**config.mk**
```make
export PLATFORM = sky130hd
export DESIGN_NAME = pit_tick
export DESIGN_NICKNAME = d
export VERILOG_FILES = /design/src/rtl/pit_tick.sv
export SDC_FILE = /design/constraint.sdc
export NUM_CORES = 1
export LEC_CHECK = 0
export BUFFER_PORTS_ARGS = -buffer_cell sky130_fd_sc_hd__buf_2
export CORE_UTILIZATION = 40
export CTS_CLUSTER_SIZE = 30
export DETAILED_ROUTE_END_ITERATION = 8
export SYNTH_ARGS = -nofsm -noshare
export SYNTH_HDL_FRONTEND = slang
export SYNTH_SLANG_ARGS = --single-unit
```
**constraint.sdc**
```tcl
create_clock -name clk -period 7.8 [get_ports clk]
set_clock_uncertainty 0.1 [all_clocks]
set_input_delay 1.17 -clock clk [delete_from_list [all_inputs] [get_ports clk]]
set_output_delay 1.17 -clock clk [all_outputs]
set_load 0.05 [all_outputs]
```
**src/rtl/pit_tick.sv**
```systemverilog
// pit_tick: programmable interval timer.
// A W-bit prescaler cascades into a W-bit divider. Expiry produces a
// registered one-cycle tick and sets a sticky irq flag. The period is
// (PRE+1)*(DIV+1) clocks. Any register write reloads both counters and
// discards an expiry that falls on the same edge.
module pit_tick #(
    parameter int W = 16
) (
    input  logic         clk,
    input  logic         rst,
    input  logic [W-1:0] din,
    input  logic         wr_pre,
    input  logic         wr_div,
    input  logic         halt,
    input  logic         irq_ack,
    output logic         tick,
    output logic         irq,
    output logic [W-1:0] pre_cnt,
    output logic [W-1:0] div_cnt
);

    typedef enum logic [1:0] {
        IDLE = 2'd0,
        RUN  = 2'd1,
        HOLD = 2'd2
    } mode_t;

    mode_t        mode;
    logic [W-1:0] pre_q, pre_d;
    logic [W-1:0] div_q, div_d;
    logic [W-1:0] pcnt_q, pcnt_d;
    logic [W-1:0] dcnt_q, dcnt_d;
    logic         tick_q, tick_d;
    logic         irq_q, irq_d;
    logic         expiry;

    // Operating mode follows PRE and halt directly, with no pipeline delay.
    always_comb begin
        mode = IDLE;
        if (pre_q != '0) begin
            mode = halt ? HOLD : RUN;
        end
    end

    // Next-state logic for the registers, counters, tick and irq.
    always_comb begin
        pre_d  = pre_q;
        div_d  = div_q;
        pcnt_d = pcnt_q;
        dcnt_d = dcnt_q;
        expiry = 1'b0;

        if (wr_pre || wr_div) begin
            // Writes win over counting in every mode.
            if (wr_pre) pre_d = din;
            if (wr_div) div_d = din;
            // A timer left disabled by the write reads zero on both counters.
            if (pre_d != '0) begin
                pcnt_d = pre_d;
                dcnt_d = div_d;
            end else begin
                pcnt_d = '0;
                dcnt_d = '0;
            end
        end else begin
            case (mode)
                RUN: begin
                    if (pcnt_q != '0) begin
                        pcnt_d = pcnt_q - 1'b1;
                    end else begin
                        pcnt_d = pre_q;
                        if (dcnt_q != '0) begin
                            dcnt_d = dcnt_q - 1'b1;
                        end else begin
                            dcnt_d = div_q;
                            expiry = 1'b1;
                        end
                    end
                end
                default: begin
                    // IDLE and HOLD keep the counters frozen.
                end
            endcase
        end

        tick_d = expiry;
        // A new expiry takes priority over an acknowledge in the same cycle.
        if (expiry) begin
            irq_d = 1'b1;
        end else if (irq_ack) begin
            irq_d = 1'b0;
        end else begin
            irq_d = irq_q;
        end
    end

    // State registers with asynchronous clear.
    always_ff @(posedge clk or posedge rst) begin
        if (rst) begin
            pre_q  <= '0;
            div_q  <= '0;
            pcnt_q <= '0;
            dcnt_q <= '0;
            tick_q <= 1'b0;
            irq_q  <= 1'b0;
        end else begin
            pre_q  <= pre_d;
            div_q  <= div_d;
            pcnt_q <= pcnt_d;
            dcnt_q <= dcnt_d;
            tick_q <= tick_d;
            irq_q  <= irq_d;
        end
    end

    assign tick    = tick_q;
    assign irq     = irq_q;
    assign pre_cnt = pcnt_q;
    assign div_cnt = dcnt_q;

endmodule

```
=== Word-level counts from Yosys, hierarchy flattened ===
Cells that the tools add are included.

* $add $sub $neg: 2
* Equal/unequal tests: 2
* Mux-type cells: 20
* Reductions and logical operators: 8

{| class="wikitable"
|+ Operators by type and width
! operator !! count
|-
| 16-bit two-way mux || 12
|-
| 16-bit nonzero test || 4
|-
| 16-bit by 1-bit subtractor with 16-bit output, second input constant || 2
|-
| 1-bit two-way mux || 6
|-
| 2-bit two-way mux || 2
|-
| 2-bit nonzero test || 2
|-
| 2-bit by 1-bit equality test with 1-bit output, second input constant || 1
|-
| 2-bit inequality test, second input constant || 1
|-
| 2-bit AND reduction || 1
|-
| 1-bit logical OR || 1
|}

* Register bits: 66
* Input bits: 22
* Output and inout port bits: 34
* Logic and storage cells: 38

=== Depth between registers and ports, before layout ===
* Depth in word-level cells: 6
* Gate-level depth with buffers: 9
* Mapped depth without buffers: 7

=== Least setup slack after synthesis ===
No wires, ideal clock.

* Kind: input-to-reg
* Start point: in wr_div
* End point: reg dcnt_q[0] (netlist: div_cnt[0])
* Library setup time: 0.082 ns
* Arrival time: 2.575 ns
* Data required time: 7.618 ns
* Setup slack: 5.043 ns
* Cell stages on the path: 6
* Path buffers: 3
* Cell sequence: clkbuf_1 -> nor2_1 -> clkbuf_1 -> buf_1 -> o211ai_1 -> a31oi_1

* Word-level cells in the longest chain between the ends: 3
* Elaborated cells between the ends (all ways): 7
* Those cells by class: eq/ne: 1; mux: 3; reduce/logical: 3

{| class="wikitable"
|+ Ends and longest elaborated chain
! item !! line !! text
|-
| start: declaration || 13 || <nowiki>input logic wr_div,</nowiki>
|-
| 16-bit two-way mux or 1-bit logical OR (tied branches) || 56, 53 ||
|-
| 16-bit two-way mux, or another cell as far along || 58 || <nowiki>if (pre_d != '0) begin</nowiki>
|-
| 16-bit two-way mux or 2-bit AND reduction (tied branches) || - ||
|-
| end signal: assignment || 110 || <nowiki>dcnt_q <= dcnt_d;</nowiki>
|-
| end: declaration || 32 || <nowiki>logic [W-1:0] dcnt_q, dcnt_d;</nowiki>
|}

Parallel ways exist; a longest one is shown, timed or not.
A chain may end at the register's enable or synchronous reset.

=== Worst setup path after layout ===
* Start point: reg pcnt_q[11] (netlist: pre_cnt[11])
* End point: reg dcnt_q[8] (netlist: div_cnt[8])

* Word-level cells in the longest chain between the ends: 3

{| class="wikitable"
|+ Ends and longest elaborated chain
! item !! line !! text
|-
| start: declaration || 31 || <nowiki>logic [W-1:0] pcnt_q, pcnt_d;</nowiki>
|-
| start signal: assignment || 109 || <nowiki>pcnt_q <= pcnt_d;</nowiki>
|-
| 16-bit nonzero test || 68 || <nowiki>if (pcnt_q != '0) begin</nowiki>
|-
| 2-bit inequality test (no line) || - ||
|-
| 2-bit AND reduction (no line) || - ||
|}

Every way passes these cells.

==> qor.yml <==
critical_path:
  cp.required_ns: 7.87
  path_cells: "nor4_1 > nor3b_1 > nand2_1 > a21oi_2 > a31oi_2"
  arrival_ns: 3.91
  critPathMaxFanout: 16
  cp-start-kind: "register"
  critical-path-max-stage-delay_ns: 1.03
  critPathTopFamily: "simple AND/OR/NAND/NOR gates"
  crit_type: "register to register"
  cp_num_buf_inv: 0
  end_kind: "register"
  cp_slowest_cell: "a21oi_2"
pwr:
  finalPower_w: 0.000998
  p_leak_nw: 1.80
  power_density_nw_per_um2: 226
  vdd_drop_max_v: 0.000109
sta:
  fin_crit_sh: 0.493
  setup_tns_ns: 0
  tightestPinTransition_ns: 1.11
  fmax_mhz: 260
  finalHoldViolations: 0
  fin_crit_ns: 3.84
  setup_violations: 0
  rsz0062_at_grt: "false"
  maxSlewHeadroom: 0.262
  slew_viol_final: 0
clocking:
  clkTransAtPathRegs_ns: 0.07
  insertion_delay_ns: 0.34
  h-tree-depth: 3
  cts_resized: 0
  cts_sinks: 66
  cts_max_path_buffers: 2
  ctsHoldBuffers: 0
  cts_tree: "yes"
  root_buffer: "clkbuf_8"
  post_cts_buffers: 0
  numCtsBuffers: 9
grt:
  grt_pass1_wl_um: 18300
  grtUsageTotal: 0.238
  grt_max_degree: 67
  grt_pass1_vias: 3450
  antenna_found_initial: 0
  overflow: 0
die:
  start_util: 0.419
  num_rows: 35
  fp.dieArea_um2: 10200
  die_x_um: 101
  io_pins: 56
  die_h_um: 101
  coreArea_um2: 9370
yosys:
  async_flop_share: 1.00
  yosysSeqAreaShare: 0.420
  synthCells: 395
  syn-num-nets: 421
  synth_xor_area_frac: 0.0423
  synthFlopType: "dfrtp_1"
  avgSynthCellArea_um2: 9.95
  synthMuxAreaShare: 0.109
  synth-compound-area-share: 0.202
  yosys.cell_types.count: 54
  synthSimpleGateAreaFrac: 0.170
  synth_edf_count: 0
  ys_warn_count: 0
  synth_area_um2: 3930
  ys_ff_latch: 66
  synthAdderAreaFrac: 0.0127
  synth_top_family_by_area: "compound AO/OA/AOI/OAI gates"
routing:
  post_drt_via_cell_ratio: 6.08
  antenna_left: 0
  drt_iter0_drc: 218
  postRouteWirelength_um: 11500
  drt_pass1_iterations: 5
  wl_per_cell_um: 20.2
  route.detailed.drc: 0
  via_count: 3452
run:
  maxCapViolations: 0
worst_hold_path:
  hold_class: "register to register"
cells_and_area:
  drive_gt1_frac: 0.285
  antennaDiodeCount: 0
  nets: 460
  area_growth_pct: 12.4
  final_cells: 568
  fillers: 946
  final_area_um2: 4420
placed_design:
  portBuffers: 55
  dp.cells: 552
  placed_area_um2: 4250
  gp_congestion: 0.879
  hpwl_um: 7740
outcome:
  status: "finished, final reports clean"
registers in the layout (all words and copies together) (netlist names):
| register | flops |
|---|---|
| tick | 1 |
| irq | 1 |
| pre_q | 16 |
| div_cnt | 16 |
| pre_cnt | 16 |
| div_q | 16 |
worst paths after layout:
| check | start | slack (ns) | cells past startpoint | endpoint |
|---|---|---|---|---|
| worst min-delay path | irq | 0.38 | 1 | irq |
| worst max register to register | pre_cnt[11] | 3.96 | 5 | div_cnt[8] |
| min in group asynchronous | rst | 0.98 | 3 | div_cnt[3] |
| worst min register to register | irq | 0.38 | 1 | irq |
| max in group asynchronous | rst | 6.04 | 3 | div_cnt[14] |
| worst max-delay path | pre_cnt[11] | 3.96 | 5 | div_cnt[8] |
metal layers:
layer	GRT usage	vias to the layer above	routed length [um]
li1	-	1567	-
met1	0.334	1731	5100
met2	0.362	140	5310
met3	0.0476	14	882
met4	0.0936	0	189
met5	0	-	0
synth_stat cells, types with 3 or more instances:
master    count  area [um^2]
a211o_1      12          105
a21oi_1      29          145
a22o_1        3         26.3
a22oi_1       3         22.5
a31oi_1      11         68.8
a31oi_2       9          113
buf_2         3         15.0
clkbuf_1     20         75.1
dfrtp_1      66         1650
ha_1          4         50.1
inv_1        10         37.5
mux2_2       31          349
mux2i_1       8         80.1
nand2_1      26         97.6
nand2b_1      3         18.8
nand3_1       4         20.0
nor2_1       22         82.6
nor3_1       12         60.1
nor3b_1       3         22.5
nor4_1       25          156
o211ai_1      4         30.0
o21a_1        3         22.5
o21ai_0       7         35.0
o22ai_1       7         43.8
o31ai_1       7         52.6
or2_2         3         18.8
or3_1         5         31.3
xnor2_1       6         52.6
xor2_1       13          114
metrics by stage:
step	utilization	worst slack [ns]	hold WS, ns
finish	0.472	3.96	0.379
global route	0.472	3.68	0.388
CTS	0.472	4.07	0.382
detailed placement	0.453	4.09	0.367
global placement	0.453	4.04	0.359
floorplan	-	4.88	0.357
cell families (layout without fill, tap and decap cells):
logic type | Yosys count | count (layout)
adder cells (fa/ha/maj) | 4 | 4
XOR/XNOR | 19 | 19
flip-flops | 66 | 66
multiplexers | 39 | 39
AO/OA/AOI/OAI | 109 | 109
AND/OR/NAND/NOR | 119 | 119
buffers and inverters | 39 | 83
where the power goes:
part	switching, W	internal [W]	leakage (nW)
Combinational	0.000199	0.0000941	0.938
Clock	0.000137	0.000123	0.0851
Sequential	0.0000619	0.000384	0.776
area by class of cell:
cell class | instances | area [um^2] | area share
Multi-Input combinational cell | 290 | 2110 | 0.477
Sequential cell | 66 | 1650 | 0.374
Timing Repair Buffer | 57 | 290 | 0.0657
Tap cell | 129 | 161 | 0.0365
Clock buffer | 11 | 141 | 0.0320
Inverter | 10 | 37.5 | 0.00849
Clock inverter | 5 | 30.0 | 0.00680
placed cells by master, fill, tap and decap left out, types with 3 or more instances in the layout:
cell and count:
nor2_1 22, clkinv_2 3, nor4_1 25, a22oi_1 3, a31oi_2 9, o22ai_1 7
nand2b_1 3, nor3b_1 3, buf_2 55, inv_1 9, a22o_1 3, nor3_1 12
o211ai_1 4, or3_1 5, o21a_1 3, or2_2 3, a21oi_1 29, a211o_1 12
o21ai_0 7, dfrtp_1 66, clkbuf_8 10, xor2_1 13, mux2_2 31, o31ai_1 7
xnor2_1 6, a31oi_1 11, nand2_1 26, mux2i_1 8, nand3_1 4, ha_1 4
Power figures use the tool's default switching activity.
